==> src/rtl/cpu_test_pkg.sv <==
// cpu_test_pkg: shared encodings for the cpu_test_ctrl harness controller.
//   status_e    - FSM state, also driven out directly as the 3-bit status word
//   STATUS_W    - width of the status word
//   TOHOST_PASS - tohost value that signals a passing test
package cpu_test_pkg;

  localparam int STATUS_W = 3;

  // HOLD (core held in reset) reports as IDLE, so one encoding serves both.
  typedef enum logic [STATUS_W-1:0] {
    ST_IDLE    = 3'd0,
    ST_RUN     = 3'd1,
    ST_PASS    = 3'd2,
    ST_FAIL    = 3'd3,
    ST_TIMEOUT = 3'd4,
    ST_HANG    = 3'd5
  } status_e;

  localparam int unsigned TOHOST_PASS = 1;

endpackage

==> src/rtl/cpu_hang_detector.sv <==
// cpu_hang_detector: flags a core spinning on one PC (jump-to-self).
//   clk, rst        - clock, async active-high reset
//   en_i            - tracking enabled (controller in RUN)
//   retire_valid_i  - one instruction retired this cycle
//   retire_pc_i     - PC of that instruction
//   hang_hit_o      - this retirement is the HANG_LIMIT-th in a row at one PC
module cpu_hang_detector #(
  parameter int XLEN       = 32,
  parameter int HANG_LIMIT = 8
) (
  input  logic            clk,
  input  logic            rst,
  input  logic            en_i,
  input  logic            retire_valid_i,
  input  logic [XLEN-1:0] retire_pc_i,
  output logic            hang_hit_o
);

  localparam int HC_W = (HANG_LIMIT < 2) ? 2 : $clog2(HANG_LIMIT + 1);

  logic [XLEN-1:0] last_pc_q;
  logic            valid_q;
  logic [HC_W-1:0] cnt_q, cnt_d;
  logic            same_pc;

  // last_pc is meaningless until the first retirement, so the first one
  // after reset always starts a fresh run of length 1.
  assign same_pc = valid_q && (retire_pc_i == last_pc_q);

  always_comb begin
    cnt_d = HC_W'(1);
    if (same_pc) cnt_d = (cnt_q == '1) ? cnt_q : cnt_q + HC_W'(1);
  end

  assign hang_hit_o = (HANG_LIMIT != 0) && en_i && retire_valid_i &&
                      (cnt_d == HC_W'(HANG_LIMIT));

  always_ff @(posedge clk or posedge rst) begin
    if (rst) begin
      last_pc_q <= '0;
      valid_q   <= 1'b0;
      cnt_q     <= '0;
    end else if (en_i && retire_valid_i) begin
      last_pc_q <= retire_pc_i;
      valid_q   <= 1'b1;
      cnt_q     <= cnt_d;
    end
  end

endmodule

==> src/rtl/cpu_test_ctrl.sv <==
// cpu_test_ctrl: test-harness controller around cpu_top. Sequences core
// reset, counts cycles/retirements, and turns tohost writes, timeout or a
// jump-to-self hang into a sticky end-of-test status.
//   clk, rst             - clock, async active-high reset
//   core_rst             - registered reset to the core
//   dmem_we/addr/wdata   - data-memory write snoop
//   retire_valid/pc      - retirement snoop
//   done, pass, status   - end-of-test result (status = IDLE..HANG)
//   fail_code            - tohost value >> 1 on a failing write
//   cycle_count          - RUN cycles elapsed
//   instret_count        - instructions retired in RUN
module cpu_test_ctrl
  import cpu_test_pkg::*;
#(
  parameter int              XLEN           = 32,
  parameter int              RST_CYCLES     = 2,
  parameter logic [XLEN-1:0] TOHOST_ADDR    = 'h0000_1000,
  parameter int              TIMEOUT_CYCLES = 550,
  parameter int              HANG_LIMIT     = 8,
  parameter int              CNT_W          = 32
) (
  input  logic                clk,
  input  logic                rst,
  output logic                core_rst,
  input  logic                dmem_we,
  input  logic [XLEN-1:0]     dmem_addr,
  input  logic [XLEN-1:0]     dmem_wdata,
  input  logic                retire_valid,
  input  logic [XLEN-1:0]     retire_pc,
  output logic                done,
  output logic                pass,
  output logic [STATUS_W-1:0] status,
  output logic [XLEN-2:0]     fail_code,
  output logic [CNT_W-1:0]    cycle_count,
  output logic [CNT_W-1:0]    instret_count
);

  localparam int HOLD_W = (RST_CYCLES < 2) ? 1 : $clog2(RST_CYCLES);

  status_e          state_q;
  logic             core_rst_q, done_q, pass_q;
  logic [XLEN-2:0]  fail_code_q;
  logic [CNT_W-1:0] cycle_q, instret_q;
  logic [HOLD_W-1:0] hold_q;

  logic tohost_hit, timeout_hit, hang_hit, in_run;

  assign in_run = (state_q == ST_RUN);

  // bit0 = 0 is the syscall convention, not an end-of-test report.
  assign tohost_hit = dmem_we && (dmem_addr == TOHOST_ADDR) && dmem_wdata[0];

  assign timeout_hit = (TIMEOUT_CYCLES != 0) &&
                       (cycle_q == CNT_W'(TIMEOUT_CYCLES - 1));

  cpu_hang_detector #(
    .XLEN       (XLEN),
    .HANG_LIMIT (HANG_LIMIT)
  ) u_hang (
    .clk            (clk),
    .rst            (rst),
    .en_i           (in_run),
    .retire_valid_i (retire_valid),
    .retire_pc_i    (retire_pc),
    .hang_hit_o     (hang_hit)
  );

  always_ff @(posedge clk or posedge rst) begin
    if (rst) begin
      state_q     <= ST_IDLE;
      core_rst_q  <= 1'b1;
      done_q      <= 1'b0;
      pass_q      <= 1'b0;
      fail_code_q <= '0;
      cycle_q     <= '0;
      instret_q   <= '0;
      hold_q      <= '0;
    end else begin
      case (state_q)
        ST_IDLE: begin
          if (hold_q == HOLD_W'(RST_CYCLES - 1)) begin
            state_q    <= ST_RUN;
            core_rst_q <= 1'b0;
          end else begin
            hold_q <= hold_q + HOLD_W'(1);
          end
        end
        ST_RUN: begin
          // The terminating cycle is still a RUN cycle and still counts.
          cycle_q <= cycle_q + CNT_W'(1);
          if (retire_valid) instret_q <= instret_q + CNT_W'(1);
          if (tohost_hit) begin
            done_q <= 1'b1;
            if (dmem_wdata == XLEN'(TOHOST_PASS)) begin
              state_q <= ST_PASS;
              pass_q  <= 1'b1;
            end else begin
              state_q     <= ST_FAIL;
              fail_code_q <= dmem_wdata[XLEN-1:1];
            end
          end else if (hang_hit) begin
            state_q <= ST_HANG;
            done_q  <= 1'b1;
          end else if (timeout_hit) begin
            state_q <= ST_TIMEOUT;
            done_q  <= 1'b1;
          end
        end
        default: ;  // terminal states absorb until rst
      endcase
    end
  end

  assign core_rst      = core_rst_q;
  assign done          = done_q;
  assign pass          = pass_q;
  assign status        = state_q;
  assign fail_code     = fail_code_q;
  assign cycle_count   = cycle_q;
  assign instret_count = instret_q;

endmodule
==> config.mk <==
export PLATFORM = sky130hd
export DESIGN_NAME = cpu_test_ctrl
export DESIGN_NICKNAME = d
export VERILOG_FILES = /design/src/rtl/cpu_test_pkg.sv /design/src/rtl/cpu_hang_detector.sv /design/src/rtl/cpu_test_ctrl.sv
export SDC_FILE = /design/constraint.sdc
export NUM_CORES = 1
export LEC_CHECK = 0
export ABC_AREA = 1
export CAP_MARGIN = 25
export CORE_MARGIN = 10
export CORE_UTILIZATION = 35
export DETAILED_ROUTE_END_ITERATION = 6
export PLACE_DENSITY = 0.62
export SLEW_MARGIN = 20
export SYNTH_ARGS = -nofsm -noshare
export SYNTH_HDL_FRONTEND = slang
export SYNTH_SLANG_ARGS = --single-unit
==> constraint.sdc <==
create_clock -name clk -period 10 [get_ports clk]
set_input_delay 2.5 -clock clk [delete_from_list [all_inputs] [get_ports clk]]
set_output_delay 2.5 -clock clk [all_outputs]
set_load 0.02 [all_outputs]
==> results.yml, run 1 <==
outcome:
  status: "complete, no violations"
synth:
  syn_avg_cell_area_sq_um: 8.57
  netlist_instances: 808
  synth_nets: 912
  yosys_warnings: 0
  ys_ff_latch: 139
  synth_edf_count: 0
  synth_top_area_share: 0.499
  syn_area_sq_um: 6920
  synth.area.top_cells: "dfrtp_1 (50%), nand2_1 (12%), inv_1 (6.4%)"
  synth_cell_types: 37
  yosys.area.top_type: "dfrtp_1"
  synth_ff_type: "dfrtp_1"
  synth.yosys.seq_area_share: 0.503
  ys_async_sr_fraction: 1.00
  ys_top_cells_by_count: "nand2_1 (218), dfrtp_1 (138), inv_1 (118)"
  synth.most_common_cell: "nand2_1"
clock_tree:
  clock_sinks: 139
  clockBufferDepth: 2
  htreeDepth: 4
  post_cts_buffers: 0
  clock_latency_ps: 410
  cts_tree: "done"
  cts_hold_buffers: 0
  ctsResizeCount: 0
  clk_pin_slew_worst_paths_ps: 60
  cts_buffers: 17
  clockRootBuffer: "clkbuf_16"
critical_path:
  slowest_delay_ps: 810
  cpMostUsedCell: "nand2_1"
  worstPathRequired_ps: 10290
  critical_path_class: "in2reg"
  cp-start-kind: "input port"
  cp_slowest_cell: "clkinv_1"
  crit_fanout: 57
  crit_arrival_ps: 4770
  end_kind: "flop"
  path_cells: "clkdlybuf4s50_1 > nand2_4 > clkinv_1 > nand2_1 > xor2_1 > nand2_1"
timing:
  hold_viol: 0
  max_freq_mhz: 223
  clock_skew_ps: 8.91
  maxSlewViolCount: 0
  rsz0062_at_grt: "false"
  final.setup.tns_ps: 0
  worst_slew_margin_rel: 0.404
  setup-violations-final: 0
  timing.final.crit_share: 0.448
  tightestPinTransition_ps: 895
  layout_min_cycle_time_ps: 4480
floorplan:
  fp.coreArea_sq_um: 19500
  top_level_ports: 201
  die-area_sq_um: 25800
  rows: 51
  fp.dieH_microns: 161
  start_util: 0.356
  die_x_microns: 161
global_route:
  grt_pass1_vias: 5948
  grt_pass1_wl_microns: 30200
  track_usage: 0.143
  antenna_found_initial: 0
  grt_max_degree: 72
  gr-total-overflow: 0
placement:
  dpl-instance-area_sq_um: 9200
  port_buffers: 200
  globalplace.congestion: 0.787
  hpwlAfterDp_microns: 13900
  placed_cells_incl_taps: 1259
layout:
  fin_area_sq_um: 9810
  nets: 1118
  antenna_cells: 0
  area_delta_synth_final_pct: 41.7
  instances_no_fill: 1291
  drive_above_1_share: 0.0741
job:
  max_cap_violations: 0
route:
  wire_per_inst_microns: 14.2
  first_pass_iters: 4
  wirelength_microns: 18300
  drc: 0
  avgViaCountPerCell: 4.51
  ant_nets: 0
  drt_iter0_drc: 275
  vias: 5822
power_and_ir_drop:
  ir_drop_uv: 103
  leakage_nw: 4.65
  powerDensity_nw_per_um2: 129
hold_path:
  hold_path_class: "reg2reg"
-- through the flow --
| step | hold slack (ps) | utilization | setup slack [ps] | power (W) |
|---|---|---|---|---|
| detailed placement | 448 | 0.473 | 4610 | 0.000643 |
| floorplan | 422 | - | 3780 | 0.000594 |
| global placement | 438 | 0.473 | 4750 | 0.000642 |
| CTS | 460 | 0.503 | 5070 | 0.00129 |
| global route | 480 | 0.504 | 5210 | 0.00132 |
| finish | 453 | 0.504 | 5520 | 0.00127 |
-- power breakdown --
| part | switching [W] | leakage (nW) | internal [W] |
|---|---|---|---|
| clock | 0.000243 | 0.289 | 0.000396 |
| sequential | 0.00000000000000109 | 1.86 | 0.000563 |
| combinational | 0.0000281 | 2.50 | 0.0000399 |
-- critical path, delay by kind of cell --
kind	cells	cell delay (ps)
AND/OR/NAND/NOR	3	820
buffers and inverters	2	1260
XOR/XNOR	1	170
-- worst paths after layout --
kind / from / end / slack [ps] / cells after the start
max in group asynchronous: rst / cycle_count[28] / 6060 / 3
min in group asynchronous: rst / cycle_count[17] / 2570 / 2
max: retire_valid / u_hang.cnt_q[0] / 5520 / 6
min: u_hang.valid_q / u_hang.valid_q / 450 / 2
min reg2reg: u_hang.valid_q / u_hang.valid_q / 450 / 2
max reg2reg: status[1] / u_hang.cnt_q[0] / 7040 / 8
-- layer usage --
| layer | GRT usage | share of wire |
|---|---|---|
| met5 | 0 | 0 |
| met2 | 0.225 | 0.46 |
| met4 | 0.0359 | 0.0099 |
| met3 | 0.0726 | 0.099 |
| met1 | 0.169 | 0.44 |
-- layout by cell type, fill, tap and decap left out, drive strengths merged --
| cell type | instances |
|---|---|
| nand3b | 2 |
| o22ai | 3 |
| dfstp | 1 |
| clkdlybuf4s50 | 200 |
| o21ai | 64 |
| xnor2 | 22 |
| clkbuf | 19 |
| or2 | 5 |
| nor2 | 57 |
| nor4 | 19 |
| clkinvlp | 2 |
| buf | 2 |
| xor2 | 50 |
| nor3 | 26 |
| inv | 119 |
| dfrtp | 138 |
| bufinv | 3 |
| nor3b | 1 |
| a21oi | 5 |
| nand2 | 226 |
| nand3 | 23 |
| and3b | 1 |
| nand4 | 25 |
| clkinv | 8 |
| a31o | 1 |
| ha | 4 |
-- kinds of logic (layout without fill, tap and decap cells) --
kind of cell | Yosys count | in the layout | share of synthesized area
XOR/XNOR | 72 | 72 | 0.0911
AO/OA/AOI/OAI | 73 | 73 | 0.0539
buffers and inverters | 135 | 353 | 0.0755
adder cells (fa/ha/maj) | 4 | 4 | 0.00723
flip-flops | 139 | 139 | 0.503
AND/OR/NAND/NOR | 385 | 385 | 0.270
-- area by class of cell --
type	count	area, sq um
flip-flops and latches	139	3480
inverters	120	457
repair buffers	202	2030
well taps	265	332
fillers	1895	9650
clock inverters	12	148
clock buffers	19	443
multi-input cells	534	2920
-- sequential cells by signal (all words and copies together), names as in the netlist --
name / flops
fail_code: 31
u_hang.cnt_q: 4
done: 1
u_hang.last_pc_q: 32
core_rst: 1
instret_count: 32
pass: 1
hold_q: 1
u_hang.valid_q: 1
status: 3
cycle_count: 32
Power figures use the tool's default switching activity.
==> run 2, diff against run 1 <==
==> constraint.sdc (replaced) <==
create_clock -name clk -period 4.6 [get_ports clk]
set_input_delay 1.15 -clock clk [delete_from_list [all_inputs] [get_ports clk]]
set_output_delay 1.15 -clock clk [all_outputs]
set_load 0.02 [all_outputs]
==> run 2 against run 1 <==
Against the previous run:
- combinational power up 120%
- via count down 1.2%
- sequential cell count unchanged
- first-iteration DRC count down 15%
- global-route usage up 0.13 points
- sequential power up 120%
- clock-buffer cell count up 2
- critical path depth up 3
- wire length up 0.84%
- sequential share of layout area down 0.31 points
- critical path type unchanged
==> results.yml, run 2 (synthesized netlist as in run 1, its figures left out) <==
critical_path:
  r2r-start: "status[1]"
  crit_arrival_ps: 3350
  rr_worst_depth: 8
  crit_fanout: 34
  end_kind: "flop"
  critical_path_class: "in2reg"
  reg2reg_slack_ps: 1930
  worstPathRequired_ps: 4880
  cp-start-kind: "input port"
  path_cells: "clkdlybuf4s50_1 > or2_1 > nor3_1 > nand4_1 > nor2_2 > nand3_2 > buf_16 > nand2_1 > o21ai_0"
  r2r-end: "u_hang.cnt_q[1]"
  cp_slowest_cell: "nand3_2"
  slowest_delay_ps: 470
outcome:
  status: "complete, no violations"
floorplan:
  start_util: 0.356
  fp.coreArea_sq_um: 19500
  rows: 51
  fp.dieH_microns: 161
  top_level_ports: 201
  die-area_sq_um: 25800
  die_x_microns: 161
layout:
  fillCellCount: 1860
  layout_common_cells: "nand2_1 (218), clkdlybuf4s50_1 (200), dfrtp_1 (138)"
  area_delta_synth_final_pct: 42.9
  antenna_cells: 0
  layout_commonest_cell: "nand2_1"
  drive_above_1_share: 0.0768
  fin_area_sq_um: 9890
  nets: 1120
route:
  wirelength_microns: 18400
  routed.top_layer: "met4"
  drc: 0
  ant_nets: 0
  drt_iter0_drc: 235
  wire_per_inst_microns: 14.2
  wl_met3_microns: 1700
  vias: 5751
  first_pass_iters: 4
  dr_wl_met2_microns: 8370
  m1WireLength_microns: 8220
  avgViaCountPerCell: 4.45
timing:
  clock_skew_ps: 10.9
  layout_min_cycle_time_ps: 3070
  setup-violations-final: 0
  timing.final.crit_share: 0.668
  final.setup.tns_ps: 0
  max_freq_mhz: 325
  rsz0062_at_grt: "false"
  worst_slew_margin_rel: 0.429
  tightestPinTransition_ps: 855
  hold_viol: 0
  setup_ws_ps: 1530
  maxSlewViolCount: 0
placement:
  dp_slack_ps: 1060
  globalplace.congestion: 0.809
  dpl-instance-area_sq_um: 9250
  port_buffers: 200
  hpwlAfterDp_microns: 14300
hold_path:
  hold_path_class: "reg2reg"
  whs_endpoint: "core_rst"
  min_from: "core_rst"
  hold_depth: 2
power_and_ir_drop:
  powerDensity_nw_per_um2: 289
  p_comb_frac: 0.053
  p_switching_w: 0.000580
  clockPowerShare: 0.519
  power_frac_seq: 0.428
  finalPower_w: 0.00286
  leakage_nw: 4.68
  swShare: 0.203
  ir_drop_uv: 212
  p_int_w: 0.00228
global_route:
  antenna_found_initial: 0
  grt_pass1_vias: 5939
  gr-total-overflow: 0
  grt_pass1_wl_microns: 30500
  track_usage: 0.144
  grt_max_degree: 75
clock_tree:
  clock_sinks: 139
  post_cts_buffers: 0
  clk_pin_slew_worst_paths_ps: 60
  clockRootBuffer: "clkbuf_16"
  cts_buffers: 17
  ctsResizeCount: 0
  htreeDepth: 4
  cts_tree: "done"
  clockBufferDepth: 2
  cts_hold_buffers: 0
  clock_latency_ps: 410
job:
  max_cap_violations: 0
-- run 2: changes by cell type in the layout (fill, tap and decap cells not counted) --
| cell | previous run | this run |
|---|---|---|
| buf_16 | 0 | 1 |
| buf_4 | 1 | 2 |
| bufinv_16 | 3 | 4 |
| clkbuf_1 | 1 | 0 |
| clkbuf_8 | 1 | 4 |
| clkinv_2 | 6 | 3 |
| clkinvlp_4 | 2 | 3 |
| inv_6 | 2 | 1 |
-- run 2: layout make-up --
| type | count | area, sq um | share of cell area |
|---|---|---|---|
| inverter | 120 | 455 | 0.0460 |
| clock inverter | 10 | 163 | 0.0164 |
| clock buffer | 21 | 480 | 0.0486 |
| tap | 265 | 332 | 0.0335 |
| timing repair buffer | 204 | 2060 | 0.209 |
| multi-input combinational | 534 | 2920 | 0.295 |
| sequential | 139 | 3480 | 0.352 |
-- run 2: worst max path at each step --
stage / cells after the start / to / from
3_3_place_gp: 6 / fail_code[22] / dmem_addr[27]
6_report: 9 / fail_code[24] / dmem_addr[7]
4_1_cts: 10 / fail_code[24] / dmem_addr[10]
2_1_floorplan: 1 / cycle_count[0] / rst
5_1_grt: 10 / fail_code[30] / dmem_addr[10]
3_5_place_dp: 10 / fail_code[24] / dmem_addr[10]
-- run 2: metrics by stage --
step                std cells  hold slack (ps)  utilization
floorplan                 808              422            -
global placement         1261              442        0.474
detailed placement       1262              446        0.475
CTS                      1293              455        0.508
global route             1293              480        0.508
finish                   1293              450        0.508
-- run 2: critical path: cells and delay by family --
| family | cells | cell delay (ps) |
|---|---|---|
| compound gates | 1 | 70 |
| buf+inv | 2 | 780 |
| simple gates | 6 | 1350 |
-- run 2: metal layers --
layer,GRT usage,vias to the layer above
met2,0.227,145
li1,-,2973
met1,0.174,2624
met3,0.0685,9
met4,0.0338,0
met5,0,-
-- run 2: power by group through the flow --
| stage | Combinational, W | Sequential, W | Clock [W] |
|---|---|---|---|
| finish | 0.000151 | 0.00122 | 0.00148 |
| global route | 0.000169 | 0.00122 | 0.00158 |
| CTS | 0.000156 | 0.00122 | 0.00152 |
| detailed placement | 0.000155 | 0.00125 | 0 |
| global placement | 0.000154 | 0.00125 | 0 |
| floorplan | 0.0000463 | 0.00125 | 0 |
==> run 3, diff against run 2 <==
--- a/config.mk
+++ b/config.mk
@@ -10,7 +10,7 @@
 export CORE_MARGIN = 10
 export CORE_UTILIZATION = 35
 export DETAILED_ROUTE_END_ITERATION = 6
-export PLACE_DENSITY = 0.62
+export PLACE_DENSITY = 0.64
 export SLEW_MARGIN = 20
 export SYNTH_ARGS = -nofsm -noshare
 export SYNTH_HDL_FRONTEND = slang
==> constraint.sdc (replaced) <==
create_clock -name clk -period 2.8 [get_ports clk]
set_input_delay 0.7 -clock clk [delete_from_list [all_inputs] [get_ports clk]]
set_output_delay 0.7 -clock clk [all_outputs]
set_load 0.02 [all_outputs]
==> run 3 against run 2 <==
Against the previous run:
- final area is essentially flat
- power increased by 59%
- hold slack improved by 2.4 ps
- largest cell class unchanged
- first-iteration DRC count is 8.1% higher
- non-clock buffer count grew 4
- sequential power up 65%
==> results.yml, run 3 (synthesized netlist as in run 1, its figures left out) <==
timing:
  max_freq_mhz: 437
  setup_ws_ps: 513
  setup-violations-final: 0
  hold_viol: 0
  layout_min_cycle_time_ps: 2290
  worst_slew_margin_rel: 0.704
  timing.final.crit_share: 0.817
  final.setup.tns_ps: 0
  maxSlewViolCount: 0
  clock_skew_ps: 8.92
  rsz0062_at_grt: "false"
  tightestPinTransition_ps: 440
critical_path:
  path_buf_inv: 1
  reg2reg_slack_ps: 830
  cp_slowest_cell: "clkdlybuf4s50_1"
  crit_fanout: 2
  path_cells: "clkdlybuf4s50_1"
  cp-start-kind: "flop"
  r2r-end: "cycle_count[28]"
  slowest_delay_ps: 650
  cp_num_cells: 1
  cp-startpoint: "core_rst"
  cpLargestDelayFamily: "buffers and inverters"
  r2r-start: "cycle_count[0]"
  rr_worst_depth: 11
  crit_arrival_ps: 1590
  critical_path_class: "reg2out"
  crit_path_end: "core_rst"
  worstPathRequired_ps: 2100
  end_kind: "primary output"
route:
  drc: 0
  wire_per_inst_microns: 14.2
  first_pass_iters: 5
  vias: 5816
  m1WireLength_microns: 8070
  routed.top_layer: "met4"
  avgViaCountPerCell: 4.48
  dr_wl_met2_microns: 8480
  drt_iter0_drc: 254
  wl_met3_microns: 1760
  wirelength_microns: 18500
  ant_nets: 0
layout:
  area_delta_synth_final_pct: 43.0
  fillCellCount: 1870
  layout_common_cells: "nand2_1 (218), clkdlybuf4s50_1 (200), dfrtp_1 (138)"
  final_util: 0.509
  layout_commonest_cell: "nand2_1"
  drive_above_1_share: 0.0813
  antenna_cells: 0
  nets: 1124
floorplan:
  die-area_sq_um: 25800
  die_x_microns: 161
  top_level_ports: 201
  fp.coreArea_sq_um: 19500
  fp.dieH_microns: 161
  rows: 51
  start_util: 0.356
clock_tree:
  cts_buffers: 17
  cts_tree: "done"
  ctsResizeCount: 0
  clockBufferDepth: 2
  cts_hold_buffers: 0
  clock_sinks: 139
  clockRootBuffer: "clkbuf_16"
  clock_latency_ps: 410
  clk_pin_slew_worst_paths_ps: 60
  post_cts_buffers: 0
  htreeDepth: 4
outcome:
  status: "complete, no violations"
power_and_ir_drop:
  ir_drop_uv: 388
  p_int_w: 0.00352
  leakage_nw: 4.68
  finalPower_w: 0.00454
  p_comb_frac: 0.056
  powerDensity_nw_per_um2: 459
  power_frac_seq: 0.442
  p_switching_w: 0.00103
  clockPowerShare: 0.502
  swShare: 0.226
global_route:
  gr-total-overflow: 0
  grt_pass1_wl_microns: 31000
  grt_pass1_vias: 6033
  grt_max_degree: 63
  antenna_found_initial: 0
  track_usage: 0.146
placement:
  hpwlAfterDp_microns: 14400
  globalplace.congestion: 0.780
  dp_slack_ps: 18.7
  port_buffers: 200
hold_path:
  hold_path_class: "reg2reg"
job:
  max_cap_violations: 0
-- run 3: cell types whose count changed in the layout (fill, tap and decap cells not counted), sizes merged --
cell | previous run | this run
clkinv | 5 | 7
buf | 4 | 8
clkbuf | 21 | 18
inv | 118 | 122
bufinv | 4 | 2
-- run 3: per-stage QoR --
step / instances / cell area (sq um) / hold WS [ps]
6_report: 1298 / 9900 / 453
5_1_grt: 1298 / 9900 / 468
4_1_cts: 1298 / 9900 / 454
3_5_place_dp: 1266 / 9300 / 440
3_3_place_gp: 1266 / 9300 / 437
2_1_floorplan: 808 / 6930 / 422
-- run 3: worst reg2reg max path: cells and delay by family (launching register included) --
kind	cells	cell delay, ps
buffers and inverters	1	70
xor gates and xnor gates	1	120
DFF	1	450
and+or+nand+nor	8	1030
adders and majority gates	1	180
-- run 3: per-layer routing --
metal,up-vias,GRT usage
met5,-,0
met4,0,0.0317
met3,13,0.0711
met2,159,0.232
met1,2661,0.176
li1,2983,-
-- run 3: worst min path at each step --
stage	start	to	slack, ps	depth (start not counted)
6_report	core_rst	core_rst	450	2
5_1_grt	u_hang.valid_q	u_hang.valid_q	470	2
4_1_cts	core_rst	core_rst	450	2
3_3_place_gp	u_hang.valid_q	u_hang.valid_q	440	2
3_5_place_dp	u_hang.valid_q	u_hang.valid_q	440	2
2_1_floorplan	u_hang.valid_q	u_hang.valid_q	420	2
-- run 3: power by group through the flow --
stage / registers (W) / logic, W / clock network [W]
2_1_floorplan: 0.00205 / 0.0000760 / 0
3_3_place_gp: 0.00205 / 0.000258 / 0
3_5_place_dp: 0.00205 / 0.000259 / 0
4_1_cts: 0.00201 / 0.000259 / 0.00235
5_1_grt: 0.00201 / 0.000281 / 0.00246
6_report: 0.00201 / 0.000253 / 0.00228
-- run 3: cell type report --
| class | count | area, sq um | share of cell area |
|---|---|---|---|
| clock buffer | 18 | 439 | 0.0444 |
| clock inverter | 14 | 160 | 0.0162 |
| inverter | 120 | 455 | 0.0460 |
| multi-input combinational | 534 | 2920 | 0.295 |
| sequential | 139 | 3480 | 0.352 |
| tap | 265 | 332 | 0.0335 |
| timing repair buffer | 208 | 2110 | 0.213 |
